File: src/rtl/uart_pkg.sv
// Shared UART baud-generator definitions: supported baud rates, default
// configuration constants and the divisor calculation used for reset values.
package uart_pkg;

    typedef enum logic [2:0] {
        BAUD_9600,
        BAUD_19200,
        BAUD_38400,
        BAUD_57600,
        BAUD_115200,
        BAUD_230400,
        BAUD_460800,
        BAUD_921600
    } baud_e;

    localparam int unsigned DEF_CLK_HZ = 100_000_000;
    localparam int unsigned DEF_OSR    = 16;
    localparam int unsigned MIN_DIV    = 2;
    localparam baud_e       DEF_BAUD   = BAUD_115200;

    typedef struct packed {
        logic [31:0] div;
        logic [31:0] frac;
    } div_cfg_t;

    function automatic int unsigned baud_hz(input baud_e b);
        case (b)
            BAUD_9600:   return 9600;
            BAUD_19200:  return 19200;
            BAUD_38400:  return 38400;
            BAUD_57600:  return 57600;
            BAUD_115200: return 115200;
            BAUD_230400: return 230400;
            BAUD_460800: return 460800;
            BAUD_921600: return 921600;
            default:     return 115200;
        endcase
    endfunction

    // Cycles per oversample tick as fixed point div.frac, rounded to nearest.
    function automatic div_cfg_t calc_div(input int unsigned clk_hz,
                                          input int unsigned baud,
                                          input int unsigned osr,
                                          input int unsigned frac_w);
        logic [63:0] num;
        logic [63:0] den;
        logic [63:0] q;
        div_cfg_t    r;
        num    = 64'(clk_hz) << (frac_w + 1);
        den    = 64'(baud) * 64'(osr);
        q      = ((num / den) + 64'd1) >> 1;
        r.div  = 32'(q >> frac_w);
        r.frac = 32'(q & ((64'd1 << frac_w) - 64'd1));
        return r;
    endfunction

endpackage

File: src/rtl/uart_frac_div.sv
// Base tick counter with optional fractional accumulator.
// With UART_BAUD_FRAC_EN defined, each period is div_act cycles plus one
// whenever the accumulator carries; otherwise every period is div_act cycles.
module uart_frac_div
    import uart_pkg::*;
#(
    parameter int unsigned DIV_W  = 20,
    parameter int unsigned FRAC_W = 4
) (
    input  logic              clk,
    input  logic              rst,
    input  logic              en,
    input  logic [DIV_W-1:0]  div_act,
    input  logic [FRAC_W-1:0] frac_act,
    input  logic              acc_clr,
    output logic              tick_nxt,
    output logic              wrap,
    output logic              tick
);

    localparam logic [DIV_W:0] ONE = (DIV_W + 1)'(1);
    localparam logic [DIV_W:0] TWO = (DIV_W + 1)'(MIN_DIV);

    logic [DIV_W-1:0] cnt;
    logic [DIV_W:0]   period;
    logic             carry;

`ifdef UART_BAUD_FRAC_EN
    logic [FRAC_W-1:0] acc;
    logic [FRAC_W:0]   acc_sum;

    // The carry of acc+frac lengthens the period currently being counted.
    always_comb begin
        acc_sum = {1'b0, acc} + {1'b0, frac_act};
        carry   = acc_sum[FRAC_W];
    end

    // Accumulator advances once per period; cleared when a new divisor lands.
    always_ff @(posedge clk or posedge rst) begin
        if (rst)
            acc <= '0;
        else if (!en)
            acc <= '0;
        else if (wrap)
            acc <= acc_clr ? '0 : acc_sum[FRAC_W-1:0];
    end
`else
    logic unused_cfg;

    // Fractional path absent: fixed integer period.
    always_comb begin
        carry      = 1'b0;
        unused_cfg = ^{frac_act, acc_clr};
    end
`endif

    // Period length and the two decode points derived from the counter.
    always_comb begin
        period   = {1'b0, div_act} + {{DIV_W{1'b0}}, carry};
        wrap     = en && ({1'b0, cnt} == period - ONE);
        tick_nxt = en && ({1'b0, cnt} == period - TWO);
    end

    // Base counter 0..period-1, held at zero while disabled.
    always_ff @(posedge clk or posedge rst) begin
        if (rst)
            cnt <= '0;
        else if (!en || wrap)
            cnt <= '0;
        else
            cnt <= cnt + 1'b1;
    end

    // Registered tick, high in the cycle the counter sits at period-1.
    always_ff @(posedge clk or posedge rst) begin
        if (rst)
            tick <= 1'b0;
        else
            tick <= tick_nxt;
    end

endmodule

File: src/rtl/uart_baud_gen.sv
// UART baud generator top: divisor shadow/apply logic, tx and rx phase
// counters. Optional fractional divisor enabled by macro UART_BAUD_FRAC_EN.
// Inputs are sampled on the clock edge, so rx_resync_i counts as coincident
// with a tick when sampled at the edge on which rx_tick_o rises.
module uart_baud_gen
    import uart_pkg::*;
#(
    parameter int unsigned CLK_HZ = DEF_CLK_HZ,
    parameter int unsigned OSR    = DEF_OSR,
    parameter int unsigned DIV_W  = 20,
    parameter int unsigned FRAC_W = 4
) (
    input  logic              clk_i,
    input  logic              rst_i,
    input  logic              en_i,
    input  logic [DIV_W-1:0]  div_i,
    input  logic [FRAC_W-1:0] frac_i,
    input  logic              load_i,
    input  logic              rx_resync_i,
    output logic              rx_tick_o,
    output logic              rx_mid_o,
    output logic              tx_tick_o,
    output logic              cfg_err_o
);

    localparam div_cfg_t         DEF_CFG   = calc_div(CLK_HZ, baud_hz(DEF_BAUD), OSR, FRAC_W);
    localparam logic [DIV_W-1:0] DEF_DIV   = DIV_W'(DEF_CFG.div);
    localparam logic [DIV_W-1:0] MIN_DIV_V = DIV_W'(MIN_DIV);
    localparam int unsigned      PH_W      = $clog2(OSR);
    localparam logic [PH_W-1:0]  PH_LAST   = PH_W'(OSR - 1);
    localparam logic [PH_W-1:0]  PH_MID    = PH_W'(OSR / 2 - 1);

    logic [DIV_W-1:0]  div_act;
    logic [DIV_W-1:0]  sh_div;
    logic [FRAC_W-1:0] frac_act;
    logic              pending;
    logic              apply;
    logic              wrap;
    logic              tick_nxt;
    logic [PH_W-1:0]   tx_phase;
    logic [PH_W-1:0]   rx_phase;

    // Shadow lands at a period boundary, or straight away when idle.
    always_comb apply = pending && (!en_i || wrap);

    // Integer divisor shadow, apply and illegal-divisor flag.
    always_ff @(posedge clk_i or posedge rst_i) begin
        if (rst_i) begin
            div_act   <= DEF_DIV;
            sh_div    <= DEF_DIV;
            pending   <= 1'b0;
            cfg_err_o <= 1'b0;
        end else begin
            if (apply)
                div_act <= sh_div;
            if (load_i) begin
                sh_div    <= (div_i < MIN_DIV_V) ? MIN_DIV_V : div_i;
                cfg_err_o <= (div_i < MIN_DIV_V);
                pending   <= 1'b1;
            end else if (apply) begin
                pending <= 1'b0;
            end
        end
    end

`ifdef UART_BAUD_FRAC_EN
    localparam logic [FRAC_W-1:0] DEF_FRAC = FRAC_W'(DEF_CFG.frac);

    logic [FRAC_W-1:0] sh_frac;

    // Fractional divisor shadow, applied alongside the integer part.
    always_ff @(posedge clk_i or posedge rst_i) begin
        if (rst_i) begin
            frac_act <= DEF_FRAC;
            sh_frac  <= DEF_FRAC;
        end else begin
            if (apply)
                frac_act <= sh_frac;
            if (load_i)
                sh_frac <= frac_i;
        end
    end
`else
    logic unused_frac;

    // No fractional support: frac_i is ignored.
    always_comb begin
        frac_act    = '0;
        unused_frac = ^frac_i;
    end
`endif

    uart_frac_div #(
        .DIV_W  (DIV_W),
        .FRAC_W (FRAC_W)
    ) u_div (
        .clk      (clk_i),
        .rst      (rst_i),
        .en       (en_i),
        .div_act  (div_act),
        .frac_act (frac_act),
        .acc_clr  (apply),
        .tick_nxt (tick_nxt),
        .wrap     (wrap),
        .tick     (rx_tick_o)
    );

    // Phase counters hold the phase of the upcoming tick and step on the
    // edge that raises rx_tick_o, so tx/mid pulses align with that tick.
    always_ff @(posedge clk_i or posedge rst_i) begin
        if (rst_i) begin
            tx_phase  <= '0;
            rx_phase  <= '0;
            tx_tick_o <= 1'b0;
            rx_mid_o  <= 1'b0;
        end else if (!en_i) begin
            tx_phase  <= '0;
            rx_phase  <= '0;
            tx_tick_o <= 1'b0;
            rx_mid_o  <= 1'b0;
        end else begin
            tx_tick_o <= tick_nxt && (tx_phase == PH_LAST);
            rx_mid_o  <= tick_nxt && !rx_resync_i && (rx_phase == PH_MID);
            if (tick_nxt)
                tx_phase <= (tx_phase == PH_LAST) ? '0 : tx_phase + 1'b1;
            if (rx_resync_i)
                rx_phase <= '0;
            else if (tick_nxt)
                rx_phase <= (rx_phase == PH_LAST) ? '0 : rx_phase + 1'b1;
        end
    end

endmodule

File: config.mk
export PLATFORM = sky130hd
export DESIGN_NAME = uart_baud_gen
export DESIGN_NICKNAME = d
export VERILOG_FILES = /design/src/rtl/uart_pkg.sv /design/src/rtl/uart_frac_div.sv /design/src/rtl/uart_baud_gen.sv
export SDC_FILE = /design/constraint.sdc
export NUM_CORES = 1
export LEC_CHECK = 0
export CAP_MARGIN = 20
export CORE_ASPECT_RATIO = 1.75
export CORE_UTILIZATION = 55
export DETAILED_ROUTE_END_ITERATION = 8
export PLACE_DENSITY_LB_ADDON = 0.08
export SYNTH_ARGS = -nofsm -noshare
export SYNTH_HDL_FRONTEND = slang
export SYNTH_HIERARCHICAL = 1
export SYNTH_SLANG_ARGS = --single-unit
File: constraint.sdc
create_clock -name clk_i -period 5.6 [get_ports clk_i]
set_input_delay 1.12 -clock clk_i [delete_from_list [all_inputs] [get_ports clk_i]]
set_output_delay 1.12 -clock clk_i [all_outputs]
set_load 0.01 [all_outputs]
==> parameters.txt <==
Parameter                              Value

Synth
  Post-synth net total    454
  Syn Inst Count    420
  Cell area after synthesis    0.00425 mm^2
  Mean area per synthesized cell    10.1 um^2
  Yosys warning total    6

Clock network
  Hold-fix buffer count after cts    0
  Sinks on the clock net    73
  Number of buffers on the longest clock path    2
  Clock edge transition at the registers on the reported setup and hold paths    50 ps
  Clock latency at the later pin of the worst-skew pair    330 ps
  Clock H-tree levels    3
  Number of buffers created by CTS    9
  Cell at the root of the clock tree    clkbuf_16
  Number of buffers inserted to repair setup after CTS    0
  Post-cts resize count    0
  TritonCTS clock tree    done

Global route
  Wire length of the first global-routing pass    15400 um
  Largest net degree at the start of global routing    53
  Antenna violations before repair    0
  Total grt overflow    0
  Number of global-route vias before repair    3215
  Total routing usage reported by global routing    0.259

Power
  Static leakage power    0.00197 uW
  Worst voltage drop across the vdd grid    0.000199 V
  PD cells    303 mW/mm^2

Placed design
  Port Buf Inserts    28
  Total placed cells including tap cells    521
  GPL Wtd Cong    0.927
  Estimated wirelength of the detail-placed design    6920 um
  Post-place setup slack    1650 ps

STA
  Max-slew violation count    0
  Peak clock frequency supported by timing    252 MHz
  Summed negative setup slack over all endpoints    0 ps
  Final setup viols    0
  Setup repair after global routing missed its margin    no
  Headroom to the max-slew limit    0.342
  Post-route setup slack    1630 ps
  Clk_skew    5.59 ps
  Final critical-path share of the clock period    0.710
  Slew at the pin closest to its max-slew limit    979 ps
  Total count of hold-check failures in the final report    0
  Minimum clock period after layout    3970 ps

Layout
  Storage element area    0.00184 mm^2
  Diode count    0
  Total area of multi-input combinational cells    0.00226 mm^2
  Fraction of layout instances using a drive strength above 1    0.171
  Layout area overhead    15.0%
  Leading cell type in the layout, fill and taps excluded    dfrtp_1
  Fillers    624
  Number of non-filler instances in the completed layout    538
  Commonest cells after routing, fill and taps aside    dfrtp_1, mux2_2, xnor2_1, nand2_1, clkdlybuf4s50_1
  Fin nets    479

Hold path
  Class of the most critical hold timing path    flip-flop to flip-flop
  Hold-critical path depth    1

Floorplanning
  Initial Util    0.565
  Die height    118 um
  Placeable core area    0.00751 mm^2
  Die outline area    0.00809 mm^2
  Std cell rows    42
  Width of the chip    68.4 um
  Boundary Pins    33

Detailed routing
  DRC marker count from the first detailed-route iteration    225
  Detailed-route vias per instance    5.92
  Overall via count from detail_route    3183
  Final antenna-violating net count    0
  Post-detailed-route wirelength per cell    17.2 um
  Total Routed Length    9230 um
  DRC viols    0
  Drt pass-1 iters    7

Critical path
  CP Capture Type    flip-flop
  Critical path peak fanout    21
  Origin of the critical flop-to-flop path    div_act[11]
  Beginning of the critical path    div_act[11]
  R2R setup slack    1630 ps
  Required time at the endpoint of the critical path    5810 ps
  CP arrival    4190 ps
  Crit path launch type    flip-flop
  Depth of the worst register-to-register path    10
  Worst Path Class, Setup    flip-flop to flip-flop
  Critical Path End    div_act[18]
  Worst reg2reg path endpoint    div_act[18]

Status
  Result of the run    finished, final reports clean

Flow run
  Maxcap violations    0
[how the worst min path moves through the flow]
stage                      startpoint    endpoint  slack, ps
after global placement    rx_phase[3]    rx_mid_o        480
final                     rx_phase[3]    rx_mid_o        500
after floorplan           rx_phase[3]    rx_mid_o        440
after detailed placement    sh_div[6]   sh_div[6]        490
after global routing       sh_div[12]  sh_div[12]        520
after CTS                   sh_div[6]   sh_div[6]        510
[registers in the layout, indices dropped and copies added, names as in the netlist]
register and cells:
div_act 20, rx_phase 4, pending 1, tx_tick_o 1, sh_div 20, rx_mid_o 1, cfg_err_o 1, u_div/cnt 20
tx_phase 4, u_div/tick 1
[final cells by class]
cell class / instances / area share
clock inverters: 5 / 0.0115
well taps: 88 / 0.0225
flip-flops and latches: 73 / 0.376
repair buffers: 34 / 0.0692
clock buffers: 11 / 0.0497
inverters: 10 / 0.00768
multi-input cells: 317 / 0.463
[routing by layer]
| layer | GRT usage | routed length (um) | part of all wire |
|---|---|---|---|
| met1 | 0.281 | 3440 | 0.37 |
| met2 | 0.460 | 5200 | 0.56 |
| met3 | 0.0415 | 303 | 0.033 |
| met4 | 0.126 | 279 | 0.030 |
| met5 | 0 | 0 | 0 |
[stage by stage]
step / cell area [um^2] / hold slack [ps] / power (uW) / util
floorplan: 4250 / 442 / 845 / -
global placement: 4570 / 476 / 914 / 0.608
detailed placement: 4570 / 493 / 922 / 0.608
CTS: 4860 / 506 / 1490 / 0.647
global route: 4880 / 520 / 1550 / 0.650
finish: 4880 / 496 / 1480 / 0.650
[critical path: stages (launching register included)]
cell	delay [ps]
dfrtp_1	450
nor4_1	780
nand3_1	340
mux2_2	310
nand4_1	130
nor4_2	290
buf_4	290
and3_1	180
nand2b_1	130
nand2_1	470
mux2_2	470
[power by group]
part / leakage [uW] / internal, uW / switching, uW / total (uW)
Clock: 0.000145 / 356 / 208 / 564
Combinational: 0.000907 / 134 / 133 / 267
Sequential: 0.000915 / 579 / 71.8 / 651
No activity file was read; power rests on OpenSTA's default activity.
